==> src/rtl/mux_nway_pipe.sv <==
// mux_nway_pipe: N-channel, W-bit selector feeding a registered valid/ready output stage.
// A held select register picks the channel. Only the selected channel sees in_ready, and only
// when the output register is empty or is being drained this cycle.
// Optional build macro MUX_RR_SCAN_EN adds an rr_mode input. With rr_mode set, the select
// register hops to the next valid channel after every transfer.
// The default build (macro undefined) has no rr_mode port.

module mux_nway_pipe #(
    parameter int unsigned WIDTH    = 16,
    parameter int unsigned CHANNELS = 16,
    parameter int unsigned SEL_W    = $clog2(CHANNELS)
) (
    input  logic                      clk,
    input  logic                      rst,
    input  logic [CHANNELS*WIDTH-1:0] in_data,
    input  logic [CHANNELS-1:0]       in_valid,
    output logic [CHANNELS-1:0]       in_ready,
    input  logic [SEL_W-1:0]          sel,
    input  logic                      sel_load,
`ifdef MUX_RR_SCAN_EN
    input  logic                      rr_mode,
`endif
    output logic [SEL_W-1:0]          sel_cur,
    output logic                      sel_err,
    output logic [WIDTH-1:0]          out_data,
    output logic [SEL_W-1:0]          out_chan,
    output logic                      out_valid,
    input  logic                      out_ready
);

    logic [SEL_W-1:0]    r_sel;
    logic                r_sel_err;
    logic [WIDTH-1:0]    r_out_data;
    logic [SEL_W-1:0]    r_out_chan;
    logic                r_out_valid;

    logic                w_can_accept;
    logic                w_sel_ok;
    logic                w_sel_valid;
    logic [WIDTH-1:0]    w_sel_data;
    logic                w_xfer;
    logic [CHANNELS-1:0] w_in_ready;

    // The output register can take a new beat when empty or when it is being drained.
    assign w_can_accept = !r_out_valid || out_ready;
    assign w_sel_ok     = (32'(sel) < CHANNELS);

    // Pick the selected channel's valid/data and build the one-hot ready vector.
    // Loops with compares avoid out-of-range bit selects when CHANNELS is not a power of two.
    always_comb begin
        w_sel_valid = 1'b0;
        w_sel_data  = '0;
        w_in_ready  = '0;
        for (int i = 0; i < CHANNELS; i++) begin
            if (SEL_W'(i) == r_sel) begin
                w_sel_valid   = in_valid[i];
                w_sel_data    = in_data[i*WIDTH +: WIDTH];
                // Held at zero during reset so no producer sees an accept it cannot rely on.
                w_in_ready[i] = w_can_accept && !rst;
            end
        end
    end

    assign w_xfer = w_sel_valid && w_can_accept;

`ifdef MUX_RR_SCAN_EN
    logic             w_rr_found;
    logic [SEL_W-1:0] w_rr_next;
    int unsigned      w_rr_idx;

    // Find the first valid channel strictly after r_sel, wrapping at CHANNELS-1.
    always_comb begin
        w_rr_found = 1'b0;
        w_rr_next  = r_sel;
        w_rr_idx   = 0;
        for (int unsigned k = 1; k < CHANNELS; k++) begin
            w_rr_idx = 32'(r_sel) + k;
            if (w_rr_idx >= CHANNELS) begin
                w_rr_idx = w_rr_idx - CHANNELS;
            end
            if (!w_rr_found && in_valid[w_rr_idx[SEL_W-1:0]]) begin
                w_rr_found = 1'b1;
                w_rr_next  = w_rr_idx[SEL_W-1:0];
            end
        end
    end
`endif

    // Select register: accepted loads win; rejected loads raise a one-cycle error pulse.
    always_ff @(posedge clk or posedge rst) begin
        if (rst) begin
            r_sel     <= '0;
            r_sel_err <= 1'b0;
        end else begin
            r_sel_err <= sel_load && !w_sel_ok;
            if (sel_load && w_sel_ok) begin
                r_sel <= sel;
`ifdef MUX_RR_SCAN_EN
            end else if (rr_mode && w_xfer && w_rr_found) begin
                r_sel <= w_rr_next;
`endif
            end
        end
    end

    // Output stage: load on transfer (replacing any beat being drained), else drain.
    always_ff @(posedge clk or posedge rst) begin
        if (rst) begin
            r_out_valid <= 1'b0;
            r_out_data  <= '0;
            r_out_chan  <= '0;
        end else if (w_xfer) begin
            r_out_valid <= 1'b1;
            r_out_data  <= w_sel_data;
            r_out_chan  <= r_sel;
        end else if (out_ready) begin
            r_out_valid <= 1'b0;
        end
    end

    assign in_ready  = w_in_ready;
    assign sel_cur   = r_sel;
    assign sel_err   = r_sel_err;
    assign out_data  = r_out_data;
    assign out_chan  = r_out_chan;
    assign out_valid = r_out_valid;

endmodule
==> config.mk <==
export PLATFORM = sky130hd
export DESIGN_NAME = mux_nway_pipe
export DESIGN_NICKNAME = d
export VERILOG_FILES = /design/src/rtl/mux_nway_pipe.sv
export SDC_FILE = /design/constraint.sdc
export NUM_CORES = 1
export LEC_CHECK = 0
export BUFFER_PORTS_ARGS = -buffer_cell sky130_fd_sc_hd__buf_2
export CAP_MARGIN = 40
export CORE_AREA = 2 2 125 127
export DETAILED_ROUTE_END_ITERATION = 10
export DIE_AREA = 0 0 127 129
export PLACE_DENSITY_LB_ADDON = 0.08
export SYNTH_ARGS = -nofsm -noshare
export SYNTH_HDL_FRONTEND = slang
export SYNTH_SLANG_ARGS = --single-unit
==> constraint.sdc <==
create_clock -name clk -period 5.4 [get_ports clk]
set_clock_uncertainty 0.2 [all_clocks]
set_input_delay 0 -clock clk [delete_from_list [all_inputs] [get_ports clk]]
set_output_delay 0 -clock clk [all_outputs]
set_load 0.01 [all_outputs]
======== Word level (Yosys, flattened, before mapping) ========
Index checks and enable logic that the tools add are counted.
word-level totals
  word-level logic and storage cells ...... 76
  output and inout port bits .............. 42
  input bits .............................. 280
  bits in registers ....................... 25
operators by class
  muxes and demuxes ....................... 50
  equal/unequal tests ..................... 15
  reductions and logical operators ........ 7
operators by type and width
  operator                                            count
  2-to-1 mux 16 bit                                   16
  2-to-1 mux 1 bit                                    34
  equality test 4 bit, first input constant           8
  equality test 3 x 4 -> 1 bit, first input constant  4
  equality test 2 x 4 -> 1 bit, first input constant  2
  equality test 1 x 4 -> 1 bit, first input constant  1
  logical NOT 4 bit                                   1
  logical AND 1 bit                                   2
  logical NOT 1 bit                                   2
  nonzero test 2 bit                                  1
  logical OR 1 bit                                    1

======== Longest topological paths before layout ========
Gate-level depths: netlist of the first run.
  depth after elaboration ................. 19
  mapped depth ............................ 11
  depth with buffers taken out ............ 6

======== Worst setup path after synthesis of the first run ========
Ideal clock, no wire load.
  kind .................................... flip-flop to flip-flop
  start point ............................. register r_sel[1], in the netlist sel_cur[1]
  end point ............................... register r_out_data[0], in the netlist out_data[0]
  arrival time ............................ 1.942 ns
  setup slack ............................. 3.133 ns
  required time ........................... 5.075 ns
  library setup time ...................... 0.125 ns
  path buffers ............................ 2
  cell stages (with the launch flop) ...... 8
  period minus slack after synthesis ...... 2.267 ns
  cell sequence ........................... dfrtp_1 > buf_6 > mux2_2 > a221oi_1 > a21oi_1 > o21ai_2 > buf_6 > mux2_2
between the ends
  word-level cells in the longest chain between the ends .. 18
  elaborated cells on any way between the ends .. 49
  classes of those cells .................. eq/ne (15); mux (32); reduce/logical (2)
ends and longest elaborated chain
  element                         line  RTL
  start, declared                 31    logic [SEL_W-1:0] r_sel;
  start signal, assigned          97    r_sel <= sel;
  logical NOT 4 bit               55    if (SEL_W'(i) == r_sel) begin
  2-to-1 mux 1 bit (16 in a row)  55
  logical AND 1 bit               64    assign w_xfer = w_sel_valid && w_can_accept;
  end signal, assigned            114   r_out_data <= w_sel_data;
  end, declared                   33    logic [WIDTH-1:0] r_out_data;
Several ways; a longest one is shown, not always the timed one.
A chain may end at the register's enable or synchronous reset.

======== Final worst setup path of the first run ========
  start point ............................. register r_sel[0], in the netlist sel_cur[0]
  end point ............................... register r_out_data[5], in the netlist out_data[5]
Same word-level chain as after synthesis.

==> qor.csv, run 1 <==
metric;value;unit
status;completed;
CTS tree;built;
Layout area overhead;49.13;%
antenna violations before repair;1;
Achievable Freq;281.2;MHz
Synthesis Warnings;0;
area of the mapped netlist;3869;sq um
Max-slew headroom;0.3926;
Syn Inst Count;474;
Post-DP HPWL;16.74;mm
HP Class;input port to register;
CP max FO;66;
fillcell total;1636;
cts bufs inserted;3;
Synth area leaders;dfrtp_1, mux4_2, mux2_2;
Die Wd;127;um
first-pass GRT wire length;31.87;mm
reg2reg start;sel_cur[0];
Synth top area share;0.1617;
largest net degree at the start of global routing;67;
clk sinks;25;
dpl ws;1855;ps
Setup crit start;sel_cur[0];
R2R cell count;6;
Vert. Die Dim;129;um
Critical Path End Type;register;
port bufs;320;
maximum vdd drop;144.0;uV
Worst Tran Pin Value;911.1;ps
LEAKAGE;2.744;nW
Crit path arrival time;3510;ps
Final period util;0.6585;
max_cap viols;0;
DRC errors left;0;
nature of the critical path startpoint;register;
final wirelength;21.65;mm
number of distinct library cells after synthesis;62;
htree depth;1;
reg-to-reg slack, setup;1840;ps
hold depth;5;
capture point of the critical path;out_data[5];
Setup CP Type;register to register;
Total GRT Usage;0.2531;
worst setup margin;1844;ps
reg-to-reg critical path endpoint;out_data[5];
layout cell share with drive strength beyond 1;0.5045;
RSZ-0062 raised after global routing;no;
# resized after CTS;0;
CTS Buffer Depth;2;
Hold Vio Cnt, Final;0;
vias per std cell;5.485;
Power Density;218.8;nW/um^2
Final Slew Violations;0;
Final Critical Period;3556;ps
sequential area share after synthesis;0.1617;
setup bufs post-CTS;0;
Root Buffer;clkbuf_16;
Final #Nets;1056;
routed vias;5288;
Synthesized Nets;754;
Final TNS setup;0;ps
Initial DRC Count;347;
final setup vio count;0;
synthesized area per cell;8.162;sq um
Hold Buf Count CTS;21;
flip-flop and latch count after synthesis;25;
# IOs;322;
gpl congestion;0.8578;
Post-synth EDFFs;0;
Routed Antenna Nets;0;
FP Rows;45;
top_reg_cell synth;dfrtp_1;
FFs w/ async S/R, synth;1.000;
Initial Util;0.2583;
Reg clk slew, reported paths;70;ps
total gr overflow;0;
core footprint;14980;sq um
worst path required time;5350;ps
vias in the first global route;5488;
Worst-Skew Late Latency;260;ps
DRT Pass-1 Iters;6;
drt wl/cell;22.46;um
total die area;16380;sq um
Synth area leader;dfrtp_1;
[worst max-delay path: stages (launching register included)]
cell and delay, ps:
dfrtp_4 1000, nand2_1 530, o221a_2 400, a32o_1 270, o21ai_2 430, buf_8 220, mux2_2 340
[cell families after synthesis]
group | share of synthesized area
and+or+nand+nor | 0.1672
buffers and inverters | 0.09185
AOI/OAI and AO/OA | 0.3037
DFF | 0.1617
other | 0.0009693
muxes | 0.2746
[sequential cells by signal (all words and copies together), names as in the netlist]
name       flops
out_chan       4
out_data      16
out_valid      1
sel_cur        4
[how the worst min path moves through the flow]
stage | start | endpoint | slack (ps)
after detailed placement | rst | out_chan[0] | -100
after CTS | in_data[231] | out_data[7] | 30
after global routing | in_data[151] | out_data[7] | 70
after floorplan | rst | out_chan[0] | -160
final | in_data[73] | out_data[9] | 30
after global placement | rst | out_valid | -100
[power by group]
part	switching, mW	internal, mW	total (mW)
combinational	0.383	0.355	0.738
clock	0.0736	0.101	0.175
sequential	0.0838	0.266	0.350
total	0.540	0.722	1.26
[area by class of cell]
class,instances,area (sq um),share of cell area
diodes,1,2.502,0.0004337
clock buffers,4,78.83,0.01366
inverters,9,33.78,0.005856
multi-input cells,387,2890,0.5010
flip-flops and latches,25,634.4,0.1100
well taps,188,235.2,0.04077
repair buffers,350,1894,0.3283
[metal layers]
metal | vias up | routed length [um] | GRT usage
li1 | 2433 | - | -
met1 | 2563 | 8859 | 0.3164
met2 | 266 | 10740 | 0.4557
met3 | 26 | 1630 | 0.04532
met4 | 0 | 416 | 0.05624
met5 | - | 0 | 0
[cell usage after synthesis, types with 5 or more instances]
master,count
clkbuf_1,17
nor2_1,44
o21ai_0,35
buf_2,13
a21o_1,5
nand2b_1,13
o22ai_1,20
dfrtp_1,25
mux2_2,29
nand2_1,36
a221oi_1,5
mux2i_1,27
a222oi_1,6
nor2b_1,6
a21oi_1,38
o221ai_1,10
inv_1,8
buf_4,14
mux4_2,20
nand3_1,18
buf_6,7
a22oi_1,7
o2bb2ai_1,6
[metrics by stage]
stage	instances	hold WS [ps]	cell area [sq um]	total power [mW]	utilization
2_1_floorplan	474	-162.2	3869	0.7545	-
3_3_place_gp	936	-101.4	5448	1.066	0.3637
3_5_place_dp	938	-95.30	5478	1.077	0.3657
4_1_cts	963	27.47	5767	1.270	0.3850
5_1_grt	964	73.24	5769	1.344	0.3852
6_report	964	31.63	5769	1.262	0.3852
[layout by cell type, fill, tap and decap left out, types with 3 or more instances in the layout]
cell / n
buf_2: 320
nor2_1: 44
a21oi_1: 38
nand2_1: 36
o21ai_0: 35
mux2_2: 29
mux2i_1: 27
dfrtp_1: 22
dlygate4sd3_1: 21
mux4_2: 20
o22ai_1: 20
nand3_1: 18
nand2b_1: 13
o221ai_1: 10
inv_1: 8
a22oi_1: 7
buf_4: 7
a222oi_1: 6
o2bb2ai_1: 6
a21o_1: 5
a221oi_1: 5
nor2b_1: 5
a32o_1: 4
nor3_1: 4
a211oi_1: 4
o211ai_1: 3
nand3b_1: 3
a31oi_1: 3
clkbuf_16: 3
Note: power is estimated with default switching activity, not from simulation.
==> inputs of run 2 (changes only) <==
- ABC_AREA: unset -> 1
- CORE_AREA: 2 2 125 127 -> 2 2 124 126
- DIE_AREA: 0 0 127 129 -> 0 0 126 128
- clock period: 5.4 -> 3.7 ns (I/O delays scaled with it)
==> qor.csv, run 2 <==
metric;value;unit
Synth area leaders;nand2_1, dfrtp_1, nand3_1;
RSZ-0062 raised after global routing;no;
worst path required time;3650;ps
most frequent cells in the layout;buf_2, nand2_1, nand3_1;
final wirelength;20.35;mm
gpl congestion;0.8849;
Post-synth EDFFs;0;
Die Wd;126;um
max FFs per register;16;
placed cell areas;5376;sq um
CTS tree;built;
CTS Buffer Depth;2;
Sw Share;0.4322;
Root Buffer;clkbuf_16;
Power Density;291.9;nW/um^2
most frequent cells after synthesis;nand2_1, nand3_1, nor2_1, inv_1, nand4_1;
Clk pwr share;0.140;
status;completed;
Initial Util;0.2380;
# resized after CTS;0;
most crowded layer after global routing;met2;
Final TNS setup;0;ps
DRT Pass-1 Iters;5;
vias per std cell;4.620;
htree depth;1;
clk sinks;25;
top-count cell post-synth;nand2_1;
dpl cells;1189;
Layout area overhead;66.97;%
Initial DRC Count;336;
Power Total;1.725;mW
Synth area leader;nand2_1;
layout cell share with drive strength beyond 1;0.3610;
Synthesis Warnings;0;
Final Slew Violations;0;
flip-flop and latch count after synthesis;25;
Max-slew headroom;0.5192;
Critical Path End Type;register;
Worst Tran Pin Value;720.4;ps
grt met2 use;0.4374;
nature of the critical path startpoint;register;
Setup CP Type;register to register;
top_reg_cell synth;dfrtp_1;
core footprint;14860;sq um
switching power;0.7454;mW
total die area;16130;sq um
port bufs;320;
FFs w/ async S/R, synth;1.000;
sequential power share;0.265;
CP dominant cell by count;nor2_1;
Final Cell Area;5908;sq um
Slowest-stage cell, CP;dlygate4sd3_1;
first-pass GRT wire length;30.15;mm
cts bufs inserted;3;
Logic pwr share;0.595;
largest net degree at the start of global routing;41;
Reg clk slew, reported paths;60;ps
FP Rows;45;
non-filler cells, final;1239;
Routed Antenna Nets;0;
CP cell instances;nor2_2 -> buf_4 -> nand2_1 -> buf_4 -> nor2_1 -> nor2_1 -> nand4_1 -> nand2_1 -> nand4_1 -> nor2_1 -> nand3_1 -> nor2_1 -> nand3_1 -> dlygate4sd3_1 -> nand3_1 -> nand2_1;
met1 Usage GRT;0.2975;
LEAKAGE;3.364;nW
commonest non-fill, non-tap cell in the layout;buf_2;
vias in the first global route;5559;
Crit path arrival time;3190;ps
maximum vdd drop;166.7;uV
drt wl/cell;16.42;um
synthesized area per cell;5.106;sq um
routed vias;5724;
number of distinct library cells after synthesis;22;
Final period util;0.8756;
Final Critical Period;3240;ps
met3 GRT Util;0.04508;
Final #Nets;1331;
Total GRT Usage;0.2393;
Hold Vio Cnt, Final;0;
final setup vio count;0;
Vert. Die Dim;128;um
Syn Inst Count;693;
Post-DP HPWL;17.08;mm
# IOs;322;
Achievable Freq;308.7;MHz
Pint;0.9794;mW
sequential area share after synthesis;0.1768;
CP max FO;40;
Crit path largest cell delay;560;ps
fin util;0.3975;
Synth top area share;0.2748;
Worst-Skew Late Latency;260;ps
Synthesized Nets;973;
HP Class;input port to register;
total gr overflow;0;
DRC errors left;0;
antenna violations before repair;2;
area of the mapped netlist;3538;sq um
max_cap viols;0;
## run 2: cell types whose count changed after synthesis, sizes merged, moves of 27 or more
cell   delta
nand2   +225
nand3    +92
inv      +65
nor2     +50
mux2     -30
nand4    +29
mux2i    -27
or2      +27
## run 2: critical path, delay by kind of cell, from the launching register on
kind / cells / cell delay, ps
simple gates: 13 / 1420
buf+inv: 3 / 1020
flops: 1 / 500
## run 2: power groups by stage
stage | Sequential (mW) | Combinational [mW] | Clock (mW)
6_report | 0.458 | 1.03 | 0.242
2_1_floorplan | 0.498 | 0.434 | 0
3_3_place_gp | 0.463 | 0.940 | 0
5_1_grt | 0.469 | 1.15 | 0.257
4_1_cts | 0.457 | 1.03 | 0.246
3_5_place_dp | 0.456 | 0.943 | 0
## run 2: layout make-up
type / count / area (sq um)
diodes: 1 / 2.502
flip-flops and latches: 25 / 625.6
inverters: 74 / 277.8
repair buffers: 385 / 2210
multi-input cells: 562 / 2479
well taps: 188 / 235.2
fillers: 1771 / 8956
clock buffers: 4 / 78.83
## run 2: per-stage QoR
stage / hold WS (ps) / setup WS, ps
4_1_cts: 78.33 / 407.7
2_1_floorplan: -164.2 / 1563
3_3_place_gp: -124.6 / 859.7
6_report: 73.42 / 460.3
5_1_grt: 126.9 / 128.0
3_5_place_dp: -122.9 / 779.5
## run 2: cells by family (layout without fill, tap and decap cells)
logic type,count (synthesis),count (layout),synth area share
other,1,2,0.001060
AOI/OAI and AO/OA,33,33,0.04667
buffers and inverters,106,463,0.1227
and+or+nand+nor,528,528,0.6528
DFF,25,25,0.1768
## run 2: worst paths after layout
check,start,endpoint,slack [ps],depth (start not counted)
max,sel_cur[2],out_data[8],460,16
min,out_ready,out_valid,70,5
max reg2reg,sel_cur[2],out_data[8],460,16
min reg2reg,out_chan[0],out_chan[0],270,2
max in group asynchronous,rst,sel_cur[2],2880,4
min in group asynchronous,rst,out_data[6],140,4
## run 2: timing repair
item,CTS,global route
hold endpoints to repair,45,0
hold buffers,45,0
setup buffers,0,0
## run 2: per-layer routing
layer / vias up / part of all wire
met4: 2 / 0.015
met2: 259 / 0.49
met1: 2541 / 0.41
met3: 18 / 0.083
met5: - / 0.00054
li1: 2904 / -
==> inputs of run 3 (changes only) <==
--- a/constraint.sdc
+++ b/constraint.sdc
@@ -4,2 +4,2 @@
 set_output_delay 0 -clock clk [all_outputs]
-set_load 0.01 [all_outputs]
+set_load 0.1 [all_outputs]
==> qor.csv, run 3 (synthesis results as in run 2) <==
metric;value;unit
Logic pwr share;0.723;
met1 Usage GRT;0.2991;
sequential power share;0.181;
hold depth;5;
Critical Path End Type;register;
# resized after CTS;0;
port bufs;320;
Power Density;428.5;nW/um^2
# IOs;322;
worst path required time;3660;ps
Final TNS setup;0;ps
met3 GRT Util;0.04591;
Vert. Die Dim;128;um
Routed Antenna Nets;0;
DRC errors left;0;
Worst-Skew Late Latency;260;ps
Hold EP;out_chan[1];
Initial Util;0.2380;
layout cell share with drive strength beyond 1;0.3632;
total gr overflow;0;
most crowded layer after global routing;met2;
Final Slew Violations;0;
routed vias;5744;
largest net degree at the start of global routing;38;
Die Wd;126;um
setup bufs post-CTS;0;
HP Class;input port to register;
fin util;0.3981;
reg-to-reg slack, setup;480;ps
grt met2 use;0.4424;
Clk pwr share;0.096;
Achievable Freq;310.8;MHz
CP max FO;18;
FP Rows;45;
vias in the first global route;5621;
R2R cell count;15;
Initial DRC Count;355;
total die area;16130;sq um
Max-slew headroom;0.5081;
reg-to-reg critical path endpoint;out_data[2];
Final #Nets;1330;
Final Critical Period;3217;ps
Setup CP Type;register to register;
nature of the critical path startpoint;register;
core footprint;14860;sq um
Sw Share;0.6145;
antenna violations before repair;2;
reg2reg start;sel_cur[3];
most frequent cells in the layout;buf_2, nand2_1, nand3_1;
drt wl/cell;16.73;um
DRT Pass-1 Iters;5;
Hold Path Origin;in_valid[15];
vias per std cell;4.636;
Crit path arrival time;3170;ps
Worst Tran Pin Value;737.1;ps
gpl congestion;0.8499;
final setup vio count;0;
max FFs per register;16;
LEAKAGE;3.363;nW
switching power;1.558;mW
CTS Buffer Depth;2;
RSZ-0062 raised after global routing;no;
maximum vdd drop;317.2;uV
Post-DP HPWL;17.31;mm
fillcell total;1770;
Hold Vio Cnt, Final;0;
Reg clk slew, reported paths;70;ps
cts bufs inserted;3;
Pint;0.9774;mW
clk sinks;25;
first-pass GRT wire length;30.46;mm
max_cap viols;0;
htree depth;1;
commonest non-fill, non-tap cell in the layout;buf_2;
Layout area overhead;67.22;%
Final period util;0.8696;
Total GRT Usage;0.2414;
CTS tree;built;
status;completed;
final wirelength;20.73;mm
Power Total;2.535;mW
Root Buffer;clkbuf_16;
run 3: power groups by stage:
stage	logic, mW	registers, mW	clock network [mW]
after detailed placement	1.75	0.456	0
after CTS	1.84	0.458	0.247
after global placement	1.74	0.463	0
final	1.83	0.458	0.244
after global routing	1.95	0.470	0.260
after floorplan	0.472	1.24	0
run 3: how the worst max path moves through the flow:
stage | from | endpoint | slack, ps | cells past startpoint
floorplan | sel_cur[3] | in_ready[11] | -10 | 3
detailed placement | sel_cur[3] | out_data[7] | 940 | 14
global route | sel_cur[2] | out_data[4] | 240 | 16
finish | sel_cur[3] | out_data[2] | 480 | 15
global placement | sel_cur[3] | out_data[4] | 1040 | 14
CTS | sel_cur[3] | out_data[2] | 480 | 15
run 3: repair_timing:
action                                  4_1_cts  5_1_grt
endpoints found under the setup margin        0        0
hold endpoints to repair                     45        0
hold buffers                                 45        0
run 3: layout make-up:
type | count | area, sq um | area share
Multi-Input combinational cell | 562 | 2491 | 0.4210
Timing Repair Buffer | 384 | 2202 | 0.3722
Sequential cell | 25 | 625.6 | 0.1057
Inverter | 74 | 277.8 | 0.04694
Tap cell | 188 | 235.2 | 0.03975
Clock buffer | 3 | 75.07 | 0.01269
Clock inverter | 1 | 5.005 | 0.0008458
Antenna cell | 2 | 5.005 | 0.0008458
run 3: worst max-delay path, stage by stage, from the launching register on:
cell and delay (ps):
dfrtp_1 550, nor2_2 170, nand2_1 100, buf_4 220, clkinv_1 260, a21oi_1 220, nand4_1 130, nand2_1 110
nand3_1 70, nand2_1 100, nand3_1 80, nor2_1 150, nand3_1 90, dlygate4sd3_1 560, nand3_1 70, nand2_1 50
run 3: metal layers:
layer	up-vias	wire length, um
li1	2902	-
met1	2566	8710
met2	256	10140
met3	20	1577
met4	0	299
met5	-	0
run 3: per-stage QoR:
step           std cells  instance area, sq um  setup slack [ps]  hold slack, ps
2_1_floorplan        693                  3551            -12.69          -164.2
3_3_place_gp        1187                  5366              1043          -121.7
3_5_place_dp        1188                  5381             940.5          -125.7
4_1_cts             1237                  5912             477.9           35.54
5_1_grt             1239                  5917             243.2           109.7
6_report            1239                  5917             482.6           32.93
